File: src/rtl/rr_arb_forward_reg.sv
// Round-robin arbiter with burst locking, feeding one registered output slot.
// Grant scans from a rotating pointer; a burst holds the grant until its last beat.
module rr_arb_forward_reg #(
    parameter int N = 4,
    parameter int W = 8,
    localparam int SW = (N > 1) ? $clog2(N) : 1
) (
    input  logic           clk,
    input  logic           rst_n,
    input  logic [N-1:0]   in_valid,
    output logic [N-1:0]   in_ready,
    input  logic [N*W-1:0] in_payload,
    input  logic [N-1:0]   in_last,
    output logic           out_valid,
    input  logic           out_ready,
    output logic [W-1:0]   out_payload,
    output logic           out_last,
    output logic [SW-1:0]  out_src
);

    logic [SW-1:0] ptr;
    logic          lock;
    logic [SW-1:0] lock_src;

    logic          accept;
    logic [N-1:0]  grant;
    logic          xfer;
    logic [SW-1:0] sel_src;
    logic [W-1:0]  sel_payload;
    logic          sel_last;
    logic [SW:0]   idx;
    logic          found;

    assign accept = ~out_valid | out_ready;

    always_comb begin
        grant = '0;
        found = 1'b0;
        idx   = '0;
        if (lock) begin
            grant[lock_src] = in_valid[lock_src];
        end else begin
            for (int k = 0; k < N; k++) begin
                idx = {1'b0, ptr} + (SW+1)'(k);
                if (idx >= (SW+1)'(N)) idx = idx - (SW+1)'(N);
                if (!found && in_valid[idx[SW-1:0]]) begin
                    grant[idx[SW-1:0]] = 1'b1;
                    found = 1'b1;
                end
            end
        end
    end

    assign in_ready = (rst_n && accept) ? grant : '0;
    assign xfer     = |(in_valid & in_ready);

    always_comb begin
        sel_src     = '0;
        sel_payload = '0;
        sel_last    = 1'b0;
        for (int i = 0; i < N; i++) begin
            if (grant[i]) begin
                sel_src     = SW'(i);
                sel_payload = in_payload[i*W +: W];
                sel_last    = in_last[i];
            end
        end
    end

    always_ff @(posedge clk) begin
        if (!rst_n) begin
            out_valid   <= 1'b0;
            out_payload <= '0;
            out_last    <= 1'b0;
            out_src     <= '0;
            lock        <= 1'b0;
            lock_src    <= '0;
            ptr         <= '0;
        end else if (xfer) begin
            out_valid   <= 1'b1;
            out_payload <= sel_payload;
            out_last    <= sel_last;
            out_src     <= sel_src;
            if (sel_last) begin
                // End of burst releases the lock and rotates priority past the winner.
                lock <= 1'b0;
                ptr  <= (sel_src == SW'(N-1)) ? '0 : sel_src + SW'(1);
            end else begin
                lock     <= 1'b1;
                lock_src <= sel_src;
            end
        end else if (out_ready) begin
            out_valid <= 1'b0;
        end
    end

endmodule

File: config.mk
export PLATFORM = sky130hd
export DESIGN_NAME = rr_arb_forward_reg
export DESIGN_NICKNAME = d
export VERILOG_FILES = /design/src/rtl/rr_arb_forward_reg.sv
export SDC_FILE = /design/constraint.sdc
export NUM_CORES = 1
export LEC_CHECK = 0
export CAP_MARGIN = 10
export CORE_MARGIN = 3
export CORE_UTILIZATION = 37
export CTS_CLUSTER_DIAMETER = 50
export DETAILED_ROUTE_END_ITERATION = 10
export GPL_ROUTABILITY_DRIVEN = 0
export HOLD_SLACK_MARGIN = 0.12
export PLACE_DENSITY = 0.68
export SYNTH_ARGS = -nofsm -noshare
export SYNTH_HDL_FRONTEND = slang
export SYNTH_SLANG_ARGS = --single-unit
File: constraint.sdc
create_clock -name clk -period 5 [get_ports clk]
set_input_delay 0.5 -clock clk [delete_from_list [all_inputs] [get_ports clk]]
set_output_delay 0.5 -clock clk [all_outputs]
set_load 0.01 [all_outputs]
# Word level (Yosys, flattened, before mapping)
# Cells that the tools add are included.
[totals]
ff_bits = 17
[classes]
n_lt_le_gt_ge = 14
muxes = 58
bitwise_logic = 8
eq_ne = 1
n_reduce_logical = 16
add_sub_neg = 8
[ops]
columns = ["cell", "count"]
rows = [
  ["$mux W4", 9],
  ["$mux W8", 4],
  ["$mux W1", 24],
  ["$mux W2", 11],
  ["$lt A2 B3 Y1 const B", 5],
  ["$or A4 B4 Y4", 3],
  ["$bmux W1 S2", 5],
  ["$demux W1 S2", 5],
  ["$ge A2 B1 Y1 const B", 5],
  ["$ge A3 B3 Y1 const B", 3],
  ["$logic_and A1 B1 Y1", 9],
  ["$and A4 B4 Y4", 2],
  ["$sub A2 B1 Y2 const B", 4],
  ["$add A2 B2 Y3 const B", 2],
  ["$reduce_and A2 Y1", 2],
  ["$reduce_or A4 Y1", 1],
  ["$add A2 B1 Y3 const B", 1],
  ["$ge A2 B3 Y1 const B", 1],
  ["$logic_not A1 Y1", 3],
  ["$add A2 B1 Y2 const B", 1],
  ["$eq A2 B2 Y1 const B", 1],
  ["$not A1 Y1", 2],
  ["$reduce_bool A2 Y1", 1],
  ["$or A1 B1 Y1", 1],
]

# Depth between registers and ports, before layout
[logic_depth]
depth_word = 25
depth_mapped = 11
ltp_nobuf = 9

# Worst setup path before layout
# Ideal clock, no wire load.
[synth_path]
path_kind = "register -> output"
start = "reg ptr[0]"
end = "out in_ready[3]"
required_ns = 4.500
setup_slack_ns = 2.197
path_stages_with_launch = 10
path_buffers = 2
arrival_time_ns = 2.303
cell_sequence = "dfxtp_1 buf_6 inv_1 ha_1 mux4_2 or3b_2 o22ai_2 nor3_1 clkbuf_2 nor2_1"
[synth_via]
elab_chain_len = 20
[synth_lines]
columns = ["item", "line", "source"]
rows = [
  ["start, declared", "21", "logic [SW-1:0] ptr;"],
  ["start signal, assigned", "87", "ptr <= (sel_src == SW'(N-1)) ? '0 : sel_src + SW'(1);"],
  ["branches (longest 17 deep; another with $add A2 B1 Y3)", "--", ""],
  ["$mux W4 (*)", "46", "if (!found && in_valid[idx[SW-1:0]]) begin"],
  ["$mux W4 (*)", "40", "if (lock) begin"],
  ["$mux W4 (*)", "54", "assign in_ready = (rst_n && accept) ? grant : '0;"],
  ["end, declared", "11", "output logic [N-1:0] in_ready,"],
]
# Mark *: on every way between the ends. The select of a mux whose other input is x is not followed.

# Worst setup path in the final report
[layout_path]
start = "reg ptr[0]"
end = "out in_ready[1]"
# Same word-level chain as after synthesis.

==> flow_metrics.tcl <==
set metrics [dict create \
    wl_um 4980 \
    tightest_slew_ns 0.9004 \
    route.vias.total 1807 \
    ys_async_sr_fraction_pct 0 \
    cts_made_buffers 3 \
    die-area_sq_um 5287 \
    rsz0062_at_grt "no" \
    max_freq_ghz 0.2586 \
    hold_ws_ns 0.5141 \
    power.net_switching_uw 498.7 \
    hold_path_class "reg -> reg" \
    worstSetupStartpointType "flop" \
    grt_max_degree 25 \
    cts_hold_buffers 0 \
    syn-mean-instance-area_sq_um 8.032 \
    seq_power_share_pct 23.6 \
    drive_gt1_share_pct 8.627 \
    slew_viol_final 0 \
    synth_enable_flop_cells 0 \
    yosys_warnings 0 \
    antenna_found_initial 0 \
    diodes 0 \
    clock_latency_ns 0.26 \
    post-cts-setup-buffer-count 0 \
    via_per_inst 5.925 \
    area_growth_pct 37.84 \
    synth_ff_type "dfxtp_1" \
    cts_root_buf "clkbuf_8" \
    port_buffers 58 \
    power_uw 1079 \
    yosysSeqAreaShare_pct 20.67 \
    die_h_um 72.71 \
    ant_nets 0 \
    required_ns 4.50 \
    pin_count 59 \
    start_util_pct 39.73 \
    core_sq_um 4144 \
    synth.cell_area_sq_um 1647 \
    syn_inst 205 \
    fin_skew_ns 0.002965 \
    drt_iter0_drc 225 \
    clockBufferDepth 2 \
    intPower_uw 580.8 \
    crit_fanout 10 \
    finalHoldViolations 0 \
    synth.top_cell.area_share_pct 20.67 \
    clock_sinks 17 \
    clkTransAtPathRegs_ns 0.07 \
    p_leak_uw 0.0009480 \
    dp_hpwl_um 3803 \
    yosys-top-cells-count "inv_1 (26), dfxtp_1 (17), a21oi_1 (15)" \
    wl_per_cell_um 16.33 \
    powerDensity_nw_per_um2 475.6 \
    regArea_sq_um 340.3 \
    nFillCells 407 \
    p_clk_share_pct 9.7 \
    drv_cap 0 \
    arrival_ns 3.37 \
    end_kind "output pin" \
    grt_pass1_vias 1696 \
    slew_headroom_pct 39.87 \
    cts_resized 0 \
    num_rows 23 \
    period_minus_slack_ns 3.868 \
    instances_no_fill 305 \
    setup_violations 0 \
    synth_most_common_cell "inv_1" \
    switching_share_pct 46.20 \
    die_w_um 72.71 \
    drtPass1Iterations 4 \
    combPwrFrac_pct 66.7 \
    grt_pass1_wl_um 8045 \
    cts_tree "yes" \
    ir_worst_vdd_mv 0.1728 \
    grt_overflow 0 \
    yosys.area.top_type "dfxtp_1" \
    h-tree-depth 1 \
    syn_nets 253 \
    synthTopCellsByArea "dfxtp_1 (21%), inv_1 (5.9%), o32ai_1 (5.3%)" \
    globalRouteTotalUtil_pct 19.62 \
    status "completed" \
    layout.nets 304 \
    tns_ns 0 \
    yosysUniqueCellTypes 59 \
    multiInputGateArea_sq_um 1127 \
    synth-seq-cells 17 \
    dp.cells 301 \
    drc 0 \
    timing.setup.critical_path_class "reg -> out" \
    period_share_pct 77.35 \
]
[cell type report]
| class | instances | area share, % |
|---|---|---|
| sequential | 17 | 14.99 |
| timing repair buffer | 60 | 26.24 |
| tap | 50 | 2.756 |
| multi-input combinational | 148 | 49.67 |
| clock buffer | 3 | 1.819 |
| clock inverter | 1 | 0.2205 |
| inverter | 26 | 4.300 |
[critical path, cell delays in order, from the launching register on]
cell and delay [ns]:
dfxtp_1 0.56, inv_1 0.17, ha_1 0.40, mux4_2 0.41, nand3b_4 0.19, a221oi_2 0.45, nor3_2 0.22, nor2_1 0.15
clkdlybuf4s50_1 0.56
[layout by cell type (no fill, tap or decap), types with 3 or more instances in the layout]
cell type / synthesis / layout
a31oi_1: 7 / 7
nand2_1: 13 / 13
ha_1: 5 / 5
mux4_2: 3 / 3
o21ai_0: 12 / 12
a21oi_1: 15 / 15
inv_1: 26 / 26
o31ai_1: 3 / 3
clkbuf_8: 0 / 3
a21o_1: 3 / 3
nand3b_1: 5 / 5
nor2_1: 12 / 12
clkdlybuf4s50_1: 0 / 58
and3_1: 8 / 8
dfxtp_1: 17 / 17
o32ai_1: 10 / 10
o211a_1: 6 / 6
[state kept, by name, summed over array words and instances (netlist names)]
signal and flops:
out_valid 1, out_payload 8, out_src 2, lock 1
ptr 2, out_last 1, lock_src 2
[logic make-up (layout without fill, tap and decap cells)]
group / Yosys count / after routing / share of synthesized area (%)
multiplexers: 4 / 4 / 4.711
buffers and inverters: 40 / 90 / 10.87
flip-flops: 17 / 17 / 20.67
adder cells (fa/ha/maj): 5 / 5 / 3.799
AND/OR/NAND/NOR: 57 / 57 / 20.59
AO/OA/AOI/OAI: 82 / 82 / 39.36
[power groups by stage]
stage               registers [uW]  logic, uW  clock network [uW]
floorplan                      248        478                   0
global placement               257        713                   0
detailed placement             255        714                   0
CTS                            254        717                 106
global route                   264        782                 113
finish                         254        720                 105
[layer usage]
metal / vias up / track usage (%) / wire, um
met2: 87 / 30.16 / 2208
li1: 883 / - / -
met5: - / 0 / 0
met1: 826 / 25.30 / 2210
met4: 0 / 9.426 / 143
met3: 11 / 5.372 / 417
[metrics by stage]
| step | util (%) | area, sq um | setup WS [ns] |
|---|---|---|---|
| CTS | 54.77 | 2270 | 1.169 |
| global placement | 53.65 | 2223 | 1.288 |
| global route | 54.77 | 2270 | 0.9562 |
| finish | 54.77 | 2270 | 1.132 |
| detailed placement | 53.65 | 2223 | 1.269 |
| floorplan | - | 1647 | 2.197 |
[worst paths after layout]
check | cells after the start | slack [ns] | from | to
hold reg to reg | 1 | 0.51 | out_src[0]$_SDFFE_PN0P_ | out_src[0]$_SDFFE_PN0P_
hold / removal | 1 | 0.51 | out_src[0]$_SDFFE_PN0P_ | out_src[0]$_SDFFE_PN0P_
setup reg to reg | 9 | 1.48 | ptr[0]$_SDFFE_PN0P_ | ptr[0]$_SDFFE_PN0P_
setup / recovery | 8 | 1.13 | ptr[0]$_SDFFE_PN0P_ | in_ready[1]
Note: power is estimated with default switching activity, not from simulation.
